## config.mk

```make
export PLATFORM = sky130hd
export DESIGN_NAME = bus_response_collector
export DESIGN_NICKNAME = d
export VERILOG_FILES = /design/src/rtl/bus_response_collector.sv
export SDC_FILE = /design/constraint.sdc
export NUM_CORES = 1
export LEC_CHECK = 0
export CAP_MARGIN = 20
export CORE_AREA = 2 2 186 188
export CTS_CLUSTER_DIAMETER = 60
export CTS_CLUSTER_SIZE = 16
export DETAILED_ROUTE_END_ITERATION = 6
export DIE_AREA = 0 0 188 190
export GPL_ROUTABILITY_DRIVEN = 0
export PLACE_DENSITY = 0.58
export SLEW_MARGIN = 15
export SYNTH_ARGS = -nofsm -noshare
export SYNTH_HDL_FRONTEND = slang
export SYNTH_SLANG_ARGS = --single-unit
```

## constraint.sdc

```tcl
create_clock -name i_clk -period 2.9 [get_ports i_clk]
set_clock_uncertainty 0.2 [all_clocks]
set_input_delay 0.58 -clock i_clk [delete_from_list [all_inputs] [get_ports i_clk]]
set_output_delay 0.58 -clock i_clk [all_outputs]
set_load 0.005 [all_outputs]
```

## src/rtl/bus_response_collector.sv

```systemverilog
`default_nettype none
// ============================================================================
// Module   : bus_response_collector
// Purpose  : Return path of the CPU data bus. It latches the one-hot device
//            select produced by the address decoder and waits for the selected
//            peripheral to complete. It then hands that device's read data back
//            to the CPU with a single registered done pulse. Unmapped
//            addresses, multi-hit decodes and silent devices become bus errors,
//            so the CPU can never hang on a transaction.
// Revision : 1.0  initial release
// ----------------------------------------------------------------------------
// Ports
//   i_clk        system clock, rising edge
//   i_rst_n      asynchronous active-low reset
//   i_req        one-cycle CPU request strobe
//   i_sel        decoder device-select vector (sampled with i_req in IDLE)
//   i_dev_done   per-device completion pulse
//   i_dev_rdata  per-device read data, device k at [k*DATA_W +: DATA_W]
//   o_busy       transaction in flight (valid decode accepted until done)
//   o_done       one-cycle completion pulse
//   o_rdata      read data, valid with o_done, held until the next response
//   o_error      transaction failed (qualifies o_done)
//   o_err_code   00 ok, 01 unmapped, 10 multi-hit, 11 timeout
//   o_req_drop   one-cycle pulse when a request arrives while not idle
// ============================================================================
module bus_response_collector #(
  parameter int NUM_DEV        = 13,
  parameter int DATA_W         = 32,
  parameter int TIMEOUT_CYCLES = 1024,
  parameter int CNT_W          = 11
) (
  input  logic                      i_clk,
  input  logic                      i_rst_n,
  input  logic                      i_req,
  input  logic [NUM_DEV-1:0]        i_sel,
  input  logic [NUM_DEV-1:0]        i_dev_done,
  input  logic [NUM_DEV*DATA_W-1:0] i_dev_rdata,
  output logic                      o_busy,
  output logic                      o_done,
  output logic [DATA_W-1:0]         o_rdata,
  output logic                      o_error,
  output logic [1:0]                o_err_code,
  output logic                      o_req_drop
);

  localparam logic [1:0] ST_IDLE = 2'd0;
  localparam logic [1:0] ST_WAIT = 2'd1;
  localparam logic [1:0] ST_RESP = 2'd2;

  localparam logic [1:0] ERR_NONE     = 2'b00;
  localparam logic [1:0] ERR_UNMAPPED = 2'b01;
  localparam logic [1:0] ERR_MULTI    = 2'b10;
  localparam logic [1:0] ERR_TIMEOUT  = 2'b11;

  localparam logic [CNT_W-1:0]   CNT_LAST = CNT_W'(TIMEOUT_CYCLES - 1);
  localparam logic [NUM_DEV-1:0] SEL_ONE  = NUM_DEV'(1);

  logic [1:0]         state;
  logic [1:0]         state_nxt;
  logic [NUM_DEV-1:0] sel_q;
  logic [CNT_W-1:0]   cnt;
  logic               sel_none;
  logic               sel_single;
  logic               accept;
  logic               dev_hit;
  logic               timeout;
  logic [DATA_W-1:0]  sel_rdata;
  logic [1:0]         code_nxt;
  logic [DATA_W-1:0]  rdata_nxt;
  logic               busy_nxt;

  // x & (x-1) clears the lowest set bit, so a zero result on a non-zero
  // vector means exactly one device was decoded.
  assign sel_none   = (i_sel == '0);
  assign sel_single = !sel_none && ((i_sel & (i_sel - SEL_ONE)) == '0);
  assign accept     = (state == ST_IDLE) && i_req && sel_single;

  // Masking with the latched select makes stray completions from other
  // devices invisible.
  assign dev_hit = |(i_dev_done & sel_q);
  assign timeout = (cnt == CNT_LAST);

  // AND-OR mux; the latched select is one-hot so at most one slice survives.
  always_comb begin
    sel_rdata = '0;
    for (int k = 0; k < NUM_DEV; k++) begin
      sel_rdata = sel_rdata | ({DATA_W{sel_q[k]}} & i_dev_rdata[k*DATA_W +: DATA_W]);
    end
  end

  // State register
  always_ff @(posedge i_clk or negedge i_rst_n) begin
    if (!i_rst_n) begin
      state <= ST_IDLE;
    end else begin
      state <= state_nxt;
    end
  end

  // Next-state logic; code_nxt is the completion code carried into RESP.
  always_comb begin
    state_nxt = state;
    code_nxt  = ERR_NONE;
    case (state)
      ST_IDLE: begin
        if (i_req) begin
          if (sel_none) begin
            state_nxt = ST_RESP;
            code_nxt  = ERR_UNMAPPED;
          end else if (!sel_single) begin
            state_nxt = ST_RESP;
            code_nxt  = ERR_MULTI;
          end else begin
            state_nxt = ST_WAIT;
          end
        end
      end
      ST_WAIT: begin
        // A completion in the last counted cycle still wins over the timeout.
        if (dev_hit) begin
          state_nxt = ST_RESP;
          code_nxt  = ERR_NONE;
        end else if (timeout) begin
          state_nxt = ST_RESP;
          code_nxt  = ERR_TIMEOUT;
        end
      end
      ST_RESP: begin
        state_nxt = ST_IDLE;
      end
      default: begin
        state_nxt = ST_IDLE;
      end
    endcase
  end

  // Output logic: next values for the registered outputs.
  always_comb begin
    // WAIT always leads to WAIT or RESP, both of which count as busy.
    busy_nxt  = accept || (state == ST_WAIT);
    rdata_nxt = ((state == ST_WAIT) && dev_hit) ? sel_rdata : '0;
  end

  // Latched select and WAIT-cycle counter
  always_ff @(posedge i_clk or negedge i_rst_n) begin
    if (!i_rst_n) begin
      sel_q <= '0;
      cnt   <= '0;
    end else if (accept) begin
      sel_q <= i_sel;
      cnt   <= '0;
    end else if (state == ST_WAIT) begin
      cnt   <= cnt + CNT_W'(1);
    end
  end

  // Registered outputs; response fields only change when entering RESP so
  // the read data stays stable between transactions.
  always_ff @(posedge i_clk or negedge i_rst_n) begin
    if (!i_rst_n) begin
      o_busy     <= 1'b0;
      o_done     <= 1'b0;
      o_rdata    <= '0;
      o_error    <= 1'b0;
      o_err_code <= ERR_NONE;
      o_req_drop <= 1'b0;
    end else begin
      o_busy     <= busy_nxt;
      o_done     <= (state_nxt == ST_RESP);
      o_req_drop <= i_req && (state != ST_IDLE);
      if (state_nxt == ST_RESP) begin
        o_rdata    <= rdata_nxt;
        o_err_code <= code_nxt;
        o_error    <= (code_nxt != ERR_NONE);
      end
    end
  end

endmodule
`default_nettype wire

```

==> impl_results.md <==
- Outcome: finished, final reports clean
- Static Leak: 4.04 nW
- Tot Pwr: 0.00297 W
- Main synth FF type: dfrtp_1
- I/O pins: 483
- Commonest non-fill, non-tap cell in the layout: clkdlybuf4s50_1
- Final Core Density: 0.329
- Placement Rows: 68
- Synth cell types: 42
- Number of vias per cell: between 4 and 5
- Synth top area share: 0.304
- Yosys reg bits: 64
- End of the critical path: sel_q[2]
- Clock Latency Late Sink: 0.34 ns
- Die height: around 190 um
- Layout cell share with drive strength beyond 1: 0.0896
- Hold_buf cts: 0
- GRT Overall Usage: 0.201
- Internal: 0.00228 W
- Initial antenna violation count: 3
- Resized cells post-CTS: 0
- Switching share of power: 0.232
- Post-DRT Antenna Nets: 0
- Largest net degree at the start of global routing: 44
- IO Port Bufs: between 400 and 500
- Die width: roughly 190 um
- CTS Buffer Depth: 2
- Ranking of synthesized cells by area: dfrtp_1 (30%), a22oi_1 (23%), nand3_1 (9.8%), a222oi_1 (6.3%), clkbuf_1 (4.7%)
- Nets: 1,557
- CP arrival: 2.79 ns
- WL per Instance: 24.0 um
- HP Class: in -> async
- Hpwl dp: ~28 mm
- Mean post-synth cell area: slightly above 8 um^2
- Initial Util: 0.155
- Fin. Hold Viols: 0
- Biggest area consumer among synthesized cells: dfrtp_1
- Worst Setup Path Type: in -> reg
- Post-CTS setup buffers: 0
- Combinational share of power: 0.278
- Register area share after synthesis: 0.304
- CTS HTree Levels: 3
- Maximum vdd drop: around 220 uV
- Worst slew pin tran: 0.853 ns
- Peak fanout along the critical path: 7
- Period utilization: 0.957
- Vias: 7,862
- Area Overhead vs Synth: 112%
- Die area: 35,700 um^2
- Max Cap Viol: 0
- Minimum clock period: 2.78 ns
- Clock power share: 0.411
- Worst hold margin: roughly 0.074 ns
- Reg2Reg Setup Slack: about 0.53 ns
- Ys async rst share: 1.00
- Gr ovfl total: 0
- DRT iter0 DRCs: between 700 and 800
- DRC viols: 0
- Final worst setup slack: 0.123 ns
- Critical R2R Capture: o_rdata[22]
- Startpoint types: input port
- Pre-CTS setup slack: -0.225 ns
- Finished Layout Cells: 1,575
- Synthesized instance count: 640
- Worst R2R Start: sel_q[2]
- Total core area: 33,900 um^2
- Warnings from Yosys: 0
- Number of buffers created by CTS: 9
- Pwr/cell area: ~270 nW/um^2
- Clk sink count: 64
- RSZ-0062 raised after global routing: false
- Flop pwr share: 0.311
- Mapped Area: 5270 um^2
- Placed Cells: 1,555
- Post-Route WL: 37.8 mm
- Root buf cell: clkbuf_16
- Max transition margin: 0.430
- Syn Nets: 1,086
- Fillers: 3,508
- Vias in the first global route: roughly 8,000
- Cells on worst reg2reg path: 5
- First drt pass iteration count: 6
- Crit path from: i_sel[1]
- Reg clk slew, reported paths: 0.06 ns
- CTS tree: done
- First-pass GRT wire length: about 54 mm
- CP endpoint kind: flip-flop
- Most frequent cells in the layout: clkdlybuf4s50_1 (481), a22oi_1 (164), nand3_1 (103), dfrtp_1 (50), buf_4 (48)
- Final slew viol count: 0
- Max Fclk: 0.360 GHz
- Number of synthesized flops with an enable pin: 0
- CP required: 2.92 ns
- Psw: 0.000688 W
- Final Setup Violations: 0
layer usage:
| layer | global-route usage | vias up | share of wire |
|---|---|---|---|
| met5 | 0 | - | 0 |
| met4 | 0.0433 | 0 | 0.016 |
| met3 | 0.0461 | 38 | 0.077 |
| met2 | 0.339 | 421 | 0.48 |
| met1 | 0.261 | 3840 | 0.42 |
| li1 | - | 3563 | - |
through the flow:
step / area (um^2) / TNS [ns]
2_1_floorplan: 5270 / 0
3_3_place_gp: 10800 / -12.10
3_5_place_dp: 10800 / -10.88
4_1_cts: 11100 / 0
5_1_grt: 11200 / 0
6_report: 11200 / 0
worst max-delay path: stages:
cell,delay (ns)
clkdlybuf4s50_1,0.42
or4_1,0.53
a2111oi_0,0.34
or3_1,0.20
and4_1,0.21
buf_4,0.17
mux2_2,0.35
flip-flops by register name (all words and copies together), names as in the netlist:
name / count
cnt: 11
o_busy: 1
o_done: 1
o_err_code: 2
o_error: 1
o_rdata: 32
o_req_drop: 1
sel_q: 13
state: 2
power by group through the flow:
stage / registers [W] / clock network [W] / logic (W)
6_report: 0.000922 / 0.00122 / 0.000826
5_1_grt: 0.000923 / 0.00130 / 0.000869
4_1_cts: 0.000921 / 0.00127 / 0.000824
3_5_place_dp: 0.000937 / 0 / 0.000818
3_3_place_gp: 0.000937 / 0 / 0.000813
2_1_floorplan: 0.000935 / 0 / 0.0000830
synthesized netlist by cell type, types with 7 or more instances:
cell type,number
nor2_1,17
nand3_1,103
mux2_4,8
clkbuf_1,66
nand4_1,7
a22oi_1,164
dfrtp_1,64
a222oi_1,33
o211ai_1,32
nor3_1,7
o21ai_0,35
nand2_1,45
how the worst min path moves through the flow:
stage / from / end / slack (ns) / depth (start not counted)
4_1_cts: i_rst_n / o_rdata[22] / 0.08 / 1
2_1_floorplan: i_rst_n / cnt[0] / 0.08 / 0
3_3_place_gp: o_rdata[6] / o_rdata[6] / 0.32 / 2
3_5_place_dp: o_err_code[1] / o_err_code[1] / 0.29 / 1
6_report: i_rst_n / o_rdata[23] / 0.07 / 1
5_1_grt: i_rst_n / o_rdata[22] / 0.12 / 1
layout make-up:
class                           count  area, um^2  area share
Multi-Input combinational cell    505        3430       0.307
Clock buffer                       11         243      0.0217
Sequential cell                    64        1620       0.145
Timing Repair Buffer              531        5220       0.467
Antenna cell                        4        10.0    0.000897
Tap cell                          455         569      0.0510
Clock inverter                      5        81.3     0.00729
logic make-up after synthesis:
family / synth area share
AO/OA/AOI/OAI: 0.404
AND/OR/NAND/NOR: 0.181
buffers and inverters: 0.0570
flip-flops: 0.304
multiplexers: 0.0335
XOR/XNOR: 0.0166
adder cells (fa/ha/maj): 0.00427
Note: power is estimated with default switching activity, not from simulation.
